## src/rtl/riscv141_pkg.sv

```systemverilog
// riscv141_pkg: shared pipeline states, control bundle and register constants for the Riscv141 sequencer
package riscv141_pkg;
  typedef enum logic [2:0] {INIT, RUN, REDIR, BUBBLE, WAIT} state_t;
  typedef struct packed {
    logic pc_en;
    logic id_ex_en;
    logic ex_wb_en;
    logic id_ex_flush;
  } ctrl_t;
  localparam logic [4:0] X0 = 5'd0;
  localparam logic [1:0] NOP_FWD = 2'b00;
  function automatic ctrl_t ctrl_of(state_t s);
    return s == INIT || s == BUBBLE ? ctrl_t'(4'b0111) :
           s == REDIR               ? ctrl_t'(4'b1111) :
           s == WAIT                ? ctrl_t'(4'b0000) : ctrl_t'(4'b1110);
  endfunction
endpackage

```

## src/rtl/riscv_fwd_cmp.sv

```systemverilog
// riscv_fwd_cmp: ID-source vs EX-destination comparator producing forward selects and load-use hazard
module riscv_fwd_cmp
  import riscv141_pkg::*;
(
  input  logic [4:0] id_rs1,
  input  logic [4:0] id_rs2,
  input  logic       id_use_rs1,
  input  logic       id_use_rs2,
  input  logic [4:0] ex_rd,
  input  logic       ex_we,
  input  logic       ex_is_load,
  output logic       fwd_a_next,
  output logic       fwd_b_next,
  output logic       load_use
);
  assign fwd_a_next = ex_we && ex_rd != X0 && id_use_rs1 && id_rs1 == ex_rd;
  assign fwd_b_next = ex_we && ex_rd != X0 && id_use_rs2 && id_rs2 == ex_rd;
  assign load_use = ex_is_load && (fwd_a_next || fwd_b_next);
endmodule

```

## src/rtl/riscv_hazard_ctrl.sv

```systemverilog
// riscv_hazard_ctrl: Riscv141 stage enables, squashes, forward selects and lost-cycle counter; HAZARD_LOAD_BYPASS_EN removes the load-use bubble
module riscv_hazard_ctrl
  import riscv141_pkg::*;
#(
  parameter int CNT_W = 32
) (
  input  logic             clk,
  input  logic             reset,
  input  logic             stall,
  input  logic [4:0]       id_rs1,
  input  logic [4:0]       id_rs2,
  input  logic             id_use_rs1,
  input  logic             id_use_rs2,
  input  logic [4:0]       ex_rd,
  input  logic             ex_we,
  input  logic             ex_is_load,
  input  logic             ex_redirect,
  output logic             pc_en,
  output logic             id_ex_en,
  output logic             ex_wb_en,
  output logic             id_ex_flush,
  output logic             fwd_a,
  output logic             fwd_b,
  output logic [CNT_W-1:0] lost_cycles
);
`ifdef HAZARD_LOAD_BYPASS_EN
  localparam logic BUBBLE_EN = 1'b0;
`else
  localparam logic BUBBLE_EN = 1'b1;
`endif
  state_t state, saved, eff, next;
  ctrl_t ctrl;
  logic fa_next, fb_next, load_use, bubble;
  riscv_fwd_cmp u_cmp (
    .id_rs1(id_rs1),
    .id_rs2(id_rs2),
    .id_use_rs1(id_use_rs1),
    .id_use_rs2(id_use_rs2),
    .ex_rd(ex_rd),
    .ex_we(ex_we),
    .ex_is_load(ex_is_load),
    .fwd_a_next(fa_next),
    .fwd_b_next(fb_next),
    .load_use(load_use)
  );
  assign eff = state == WAIT ? saved : state;
  assign bubble = BUBBLE_EN && load_use;
  // the RUN cycle that sees the hazard is itself the bubble, so the load reaches WB before the held instruction re-decodes
  always_comb begin
    ctrl = stall ? ctrl_of(WAIT) : eff != RUN ? ctrl_of(eff) :
           ex_redirect ? ctrl_of(REDIR) : bubble ? ctrl_of(BUBBLE) : ctrl_of(RUN);
    next = stall ? WAIT : eff == RUN && ex_redirect ? REDIR : RUN;
  end
  always_ff @(posedge clk) begin
    if (reset) begin
      state <= INIT;
      saved <= INIT;
      {fwd_a, fwd_b} <= NOP_FWD;
      lost_cycles <= '0;
    end else begin
      state <= next;
      if (stall && state != WAIT) saved <= state;
      if (ctrl.id_ex_en) {fwd_a, fwd_b} <= ctrl.id_ex_flush ? NOP_FWD : {fa_next, fb_next};
      if (!ctrl.pc_en || ctrl.id_ex_flush) lost_cycles <= lost_cycles + CNT_W'(1);
    end
  end
  assign pc_en = ctrl.pc_en;
  assign id_ex_en = ctrl.id_ex_en;
  assign ex_wb_en = ctrl.ex_wb_en;
  assign id_ex_flush = ctrl.id_ex_flush;
  redirect_only_in_run: assert property (@(posedge clk) disable iff (reset) !(ex_redirect && !stall && eff != RUN));
endmodule

```

## config.mk

```make
export PLATFORM = sky130hd
export DESIGN_NAME = riscv_hazard_ctrl
export DESIGN_NICKNAME = d
export VERILOG_FILES = /design/src/rtl/riscv141_pkg.sv /design/src/rtl/riscv_fwd_cmp.sv /design/src/rtl/riscv_hazard_ctrl.sv
export SDC_FILE = /design/constraint.sdc
export NUM_CORES = 1
export LEC_CHECK = 0
export ABC_AREA = 1
export CAP_MARGIN = 20
export CORE_AREA = 3 3 78 80
export DETAILED_ROUTE_END_ITERATION = 8
export DIE_AREA = 0 0 81 83
export GPL_ROUTABILITY_DRIVEN = 0
export GPL_TIMING_DRIVEN = 1
export PLACE_DENSITY = 0.76
export SLEW_MARGIN = 20
export SYNTH_ARGS = -nofsm -noshare
export SYNTH_HDL_FRONTEND = slang
export SYNTH_SLANG_ARGS = --single-unit
export TNS_END_PERCENT = 20
```

## constraint.sdc

```tcl
create_clock -name clk -period 2.2 [get_ports clk]
set_input_delay 0.22 -clock clk [delete_from_list [all_inputs] [get_ports clk]]
set_output_delay 0.22 -clock clk [all_outputs]
set_load 0.05 [all_outputs]
```

==> impl_metrics.yaml, run 1 <==
global_routing:
  busiest_layer: "met2"
  use_met1: 0.245
  grt_pass1_vias: 2738
  use_met3: 0.0662
  antenna_found_initial: 0
  use_met2: 0.371
  grt_pass1_wl_mm: 11.8
  grt_max_degree: 39
  grt_usage: 0.216
  overflow: 0
timing:
  timing.final.crit_share: 0.923
  max_freq_mhz: 493
  hold_violations: 0
  finClkSkew_ns: 0.00544
  finalMaxSlewViolations: 0
  max_slew_margin: 0.648
  hold_ws_ns: 0.474
  fin_setup_tns_ns: 0
  rsz0062_at_grt: "false"
  setup_viol: 0
  fin_crit_ns: 2.03
  tightest_slew_ns: 0.526
run_status:
  status: "finished clean"
yosys:
  synth_nets: 470
  ys_seq_area_frac: 0.287
  ys_seq_elements: 40
  postSynthAreaPerCell_um2: 6.25
  yosys_warnings: 0
  syn_inst: 446
  syn_area_um2: 2790
  yosysUniqueCellTypes: 23
cts:
  cts_buffer_depth: 2
  ctsHoldBuffers: 0
  cts_made_buffers: 5
  clk_pin_slew_ns: 0.08
  ctsRootBufferMaster: "clkbuf_8"
  clock_latency_ns: 0.30
  cts_max_level: 2
  cts_sinks: 40
  cts_setup_buffers: 0
  cts_resized: 0
  tritoncts: "yes"
critical_path:
  rr_endpoint: "lost_cycles[31]"
  crit_path_top_delay_cell: "clkdlybuf4s50_1"
  cpLargestDelayFamily: "buffers and inverters"
  critPathCapture: "pc_en"
  critPathKind: "in -> out"
  worst-path-stages: 12
  cp_max_fo: 27
  crit_chain: "clkdlybuf4s50_1, inv_1, a21boi_0, nand2_1, nor2_1, nand3_1, nand2_1, nand3_1, nand2_1, inv_2, buf_12, buf_12"
  required_ns: 1.98
  rrSetupSlack_ns: 0.31
  crit_path_start_kind: "input port"
  ff2ff_path_depth: 8
  worst_setup_path_end_kind: "output pin"
  r2r-start: "lost_cycles[2]"
  crit_top_cell: "nand2_1"
  startpoint: "ex_rd[3]"
  cpPeakStageDelay_ns: 0.47
  cp_num_buf_inv: 5
  worstPathArrival_ns: 1.81
cells_and_area:
  nets: 525
  num-fill-cells: 525
  fin_util: 0.653
  final_common_cell: "nand2_1"
  insertedDiodeCount: 0
  area_delta_synth_final_pct: 28.1
  postLayoutCellArea_um2: 3570
  post_route_cells_drive_above_1_share: 0.0558
  final_cell_mix: "88 x nand2_1, 66 x inv_1, 64 x nor2_1"
  finalNonFillerCells: 574
route:
  drt_iter0_markers: 157
  ant_nets: 0
  vias: 2922
  avgViaCountPerCell: 5.09
  drc: 0
  wl_mm: 6.99
  wire_per_inst_um: 12.2
  drtPass1Iterations: 5
floorplan:
  io_pins: 61
  die_w_um: 81
  rows: 27
  start_util: 0.510
  fp.dieH_um: 83
  core_um2: 5470
  die-area_um2: 6720
place:
  place_hpwl_mm: 5.32
  dpl.cell_count: 566
  dpl_cell_area_um2: 3460
  place.port_buffers: 60
min_path:
  hold_class: "reg -> reg"
power:
  powerDensity_nw_per_um2: 556
  ir_worst_vdd_mv: 0.332
  p_leak_uw: 0.00150
flow_run:
  maxCapViolCount: 0
worst register-to-register path, delay by kind of cell, from the launching register on:
family,cells,cell delay (ns)
compound gates,1,0.11
simple gates,5,1.00
flops,1,0.41
xor+xnor,1,0.16
buf+inv,1,0.11
registers in the layout, indices dropped and copies added (netlist names):
name	cells
fwd_a	1
fwd_b	1
lost_cycles	32
saved	3
state	3
where the power goes:
group	switching [µW]	internal (µW)	leakage, µW
Clock	275	336	0.0000541
Sequential	48.0	765	0.000327
Combinational	345	217	0.00112
Total	668	1320	0.00150
cells by family after synthesis:
logic type,share of synthesized area
AO/OA/AOI/OAI,0.0906
adder cells (fa/ha/maj),0.00449
flip-flops,0.287
AND/OR/NAND/NOR,0.361
XOR/XNOR,0.107
buffers and inverters,0.150
area by class of cell:
type,instances,area (µm²),area share
well taps,72,90.1,0.0252
clock inverters,3,42.5,0.0119
inverters,70,263,0.0735
flip-flops and latches,40,801,0.224
multi-input cells,318,1570,0.440
repair buffers,66,736,0.206
clock buffers,5,68.8,0.0193
metrics by stage:
stage / power, µW / worst slack (ns)
final: 1990 / 0.170
after global routing: 2090 / 0.00990
after CTS: 2000 / 0.162
after detailed placement: 1390 / 0.127
after global placement: 1380 / 0.212
after floorplan: 1200 / 0.154
routing by layer:
layer  wire length [µm]  part of all wire
met2               3380              0.48
met5                  0                 0
met3                501             0.072
met4                231             0.033
met1               2880              0.41
synthesized netlist by cell type (all sizes together):
cell type | n | share of area
nand2 | 89 | 0.12
inv | 70 | 0.094
nor2 | 65 | 0.088
nand3 | 54 | 0.097
dfxtp | 40 | 0.29
a21oi | 36 | 0.065
xor2 | 34 | 0.11
nor3 | 20 | 0.038
buf | 18 | 0.056
o21ai | 9 | 0.019
nand4 | 5 | 0.011
a21boi | 1 | 0.0027
a31oi | 1 | 0.0045
and2 | 1 | 0.0022
ha | 1 | 0.0045
nand3b | 1 | 0.0027
nor4 | 1 | 0.0022
how the worst min path moves through the flow:
stage          depth (start not counted)        to  slack, ns      from
5_1_grt                                2  saved[2]       0.52  saved[2]
2_1_floorplan                          1  state[1]       0.30     stall
6_report                               2  saved[2]       0.47  saved[2]
3_3_place_gp                           2  saved[2]       0.46  saved[2]
4_1_cts                                2  saved[2]       0.48  saved[2]
3_5_place_dp                           2  saved[2]       0.47  saved[2]
No activity file was read; power rests on OpenSTA's default activity.
==> inputs of run 2 (changes only) <==
--- a/config.mk
+++ b/config.mk
@@ -7,12 +7,12 @@
 export LEC_CHECK = 0
 export ABC_AREA = 1
 export CAP_MARGIN = 20
-export CORE_AREA = 3 3 78 80
+export CORE_AREA = 2 2 84 86
 export DETAILED_ROUTE_END_ITERATION = 8
-export DIE_AREA = 0 0 81 83
+export DIE_AREA = 0 0 86 88
 export GPL_ROUTABILITY_DRIVEN = 0
 export GPL_TIMING_DRIVEN = 1
-export PLACE_DENSITY = 0.76
+export PLACE_DENSITY = 0.65
 export SLEW_MARGIN = 20
 export SYNTH_ARGS = -nofsm -noshare
 export SYNTH_HDL_FRONTEND = slang
==> impl_metrics.yaml, run 2 (synthesized netlist as in run 1, its figures left out) <==
floorplan:
  core_um2: 6640
  io_pins: 61
  start_util: 0.420
  rows: 30
  fp.dieH_um: 88
  die-area_um2: 7570
  die_w_um: 86
power:
  powerDensity_nw_per_um2: 534
  p_sw_uw: 672
  p_comb_frac: 0.294
  p_leak_uw: 0.00150
  clkPwrFrac: 0.280
  p_int_uw: 1240
  ir_worst_vdd_mv: 0.255
  swShare: 0.352
  pwr-share-seq: 0.426
global_routing:
  grt_pass1_vias: 2615
  grt_usage: 0.185
  overflow: 0
  grt_max_degree: 43
  grt_pass1_wl_mm: 11.4
  antenna_found_initial: 0
cts:
  ctsRootBufferMaster: "clkbuf_8"
  tritoncts: "yes"
  cts_max_level: 2
  clk_pin_slew_ns: 0.08
  cts_buffer_depth: 2
  cts_made_buffers: 5
  clock_latency_ns: 0.30
  cts_sinks: 40
critical_path:
  worstPathArrival_ns: 1.79
  ff2ff_path_depth: 9
  worst_setup_path_end_kind: "output pin"
  rrSetupSlack_ns: 0.26
  cp_max_fo: 23
  rr_endpoint: "lost_cycles[30]"
  critPathKind: "in -> out"
  crit_path_start_kind: "input port"
  required_ns: 1.98
  crit_path_top_delay_cell: "clkdlybuf4s50_1"
  crit_chain: "clkdlybuf4s50_1, inv_1, nand2_1, nand3_1, nor2_1, nand3_1, nand2_1, nand3_1, nand2_1, inv_2, buf_12, buf_12"
  r2r-start: "lost_cycles[1]"
  cpPeakStageDelay_ns: 0.53
cells_and_area:
  largest_register_ff_count: 32
  nets: 525
  final_common_cell: "nand2_1"
  top_register: "lost_cycles"
  insertedDiodeCount: 0
  final_cell_mix: "88 x nand2_1, 66 x inv_1, 64 x nor2_1"
  largestRegisters: "lost_cycles x32, saved x3, state x3"
  area_delta_synth_final_pct: 28.3
  post_route_cells_drive_above_1_share: 0.0578
timing:
  max_freq_mhz: 499
  worst_slack_ns: 0.195
  timing.final.crit_share: 0.911
  tightest_slew_ns: 0.526
  fin_setup_tns_ns: 0
  hold_violations: 0
  finClkSkew_ns: 0.00632
  max_slew_margin: 0.648
  fin_crit_ns: 2.01
  rsz0062_at_grt: "false"
  finalMaxSlewViolations: 0
  setup_viol: 0
route:
  drt_iter0_markers: 161
  wl_mm: 6.93
  ant_nets: 0
  vias: 2880
  avgViaCountPerCell: 4.95
  wire_per_inst_um: 11.9
  drc: 0
  drtPass1Iterations: 5
min_path:
  hold_class: "reg -> reg"
  hold-path-endpoint: "saved[2]"
  min_from: "saved[2]"
  min_delay_path_depth: 2
flow_run:
  maxCapViolCount: 0
place:
  place_ws_ns: 0.128
  place_hpwl_mm: 5.30
  place.port_buffers: 60
run_status:
  status: "finished clean"
[run 2: changes by cell type in the layout (fill, tap and decap cells not counted), sizes merged]
cell           before  now
bufinv              1    0
clkbuf              5    6
clkdlybuf4s50      56   55
clkinv              1    0
clkinvlp            1    2
dlymetal6s2s        0    1
[run 2: worst max-delay path: cells and delay by family]
kind,cells,cell delay [ns]
buf+inv,5,0.96
simple gates,7,0.60
[run 2: timing repair]
| action | 4_1_cts | 5_1_grt |
|---|---|---|
| hold buffers | 0 | 0 |
| setup buffers | 0 | 0 |
| gates resized for setup | 0 | 3 |
| setup endpoints to repair | 0 | 1 |
[run 2: worst max-delay path by stage]
stage                         from  slack (ns)        endpoint
final                     ex_rd[0]        0.19           pc_en
after global routing      state[1]        0.01           pc_en
after CTS                 ex_rd[0]        0.17           pc_en
after detailed placement  ex_rd[0]        0.13  lost_cycles[4]
after global placement    ex_rd[3]        0.19           pc_en
after floorplan           state[1]        0.15        id_ex_en
[run 2: per-layer routing]
layer  vias to the layer above  routed length, µm  global-route usage
met5                         -                  0                   0
met4                         0                148              0.0635
met3                        15                472              0.0518
met2                        85               3210               0.322
met1                      1276               3100               0.220
li1                       1504                  -                   -
[run 2: cell type report]
cell class                 count  area [µm²]
sequential                    40         801
inverter                      70         263
clock inverter                 2        15.0
timing repair buffer          66         738
fill                         654        3070
tap                           80         100
multi-input combinational    318        1580
clock buffer                   6        82.6
[run 2: power groups by stage]
stage	clock network [µW]	logic [µW]	registers, µW
after CTS	548	563	813
after detailed placement	0	561	830
final	535	561	813
after global placement	0	553	829
after global routing	570	609	820
after floorplan	0	257	947
[run 2: through the flow]
stage	util	hold slack, ns	power (µW)	instance area, µm²	std cells
6_report	0.538	0.482	1910	3580	582
5_1_grt	0.538	0.486	2000	3580	582
4_1_cts	0.537	0.476	1920	3570	582
3_5_place_dp	0.523	0.464	1390	3470	574
3_3_place_gp	0.523	0.461	1380	3470	574
2_1_floorplan	-	0.296	1200	2790	446
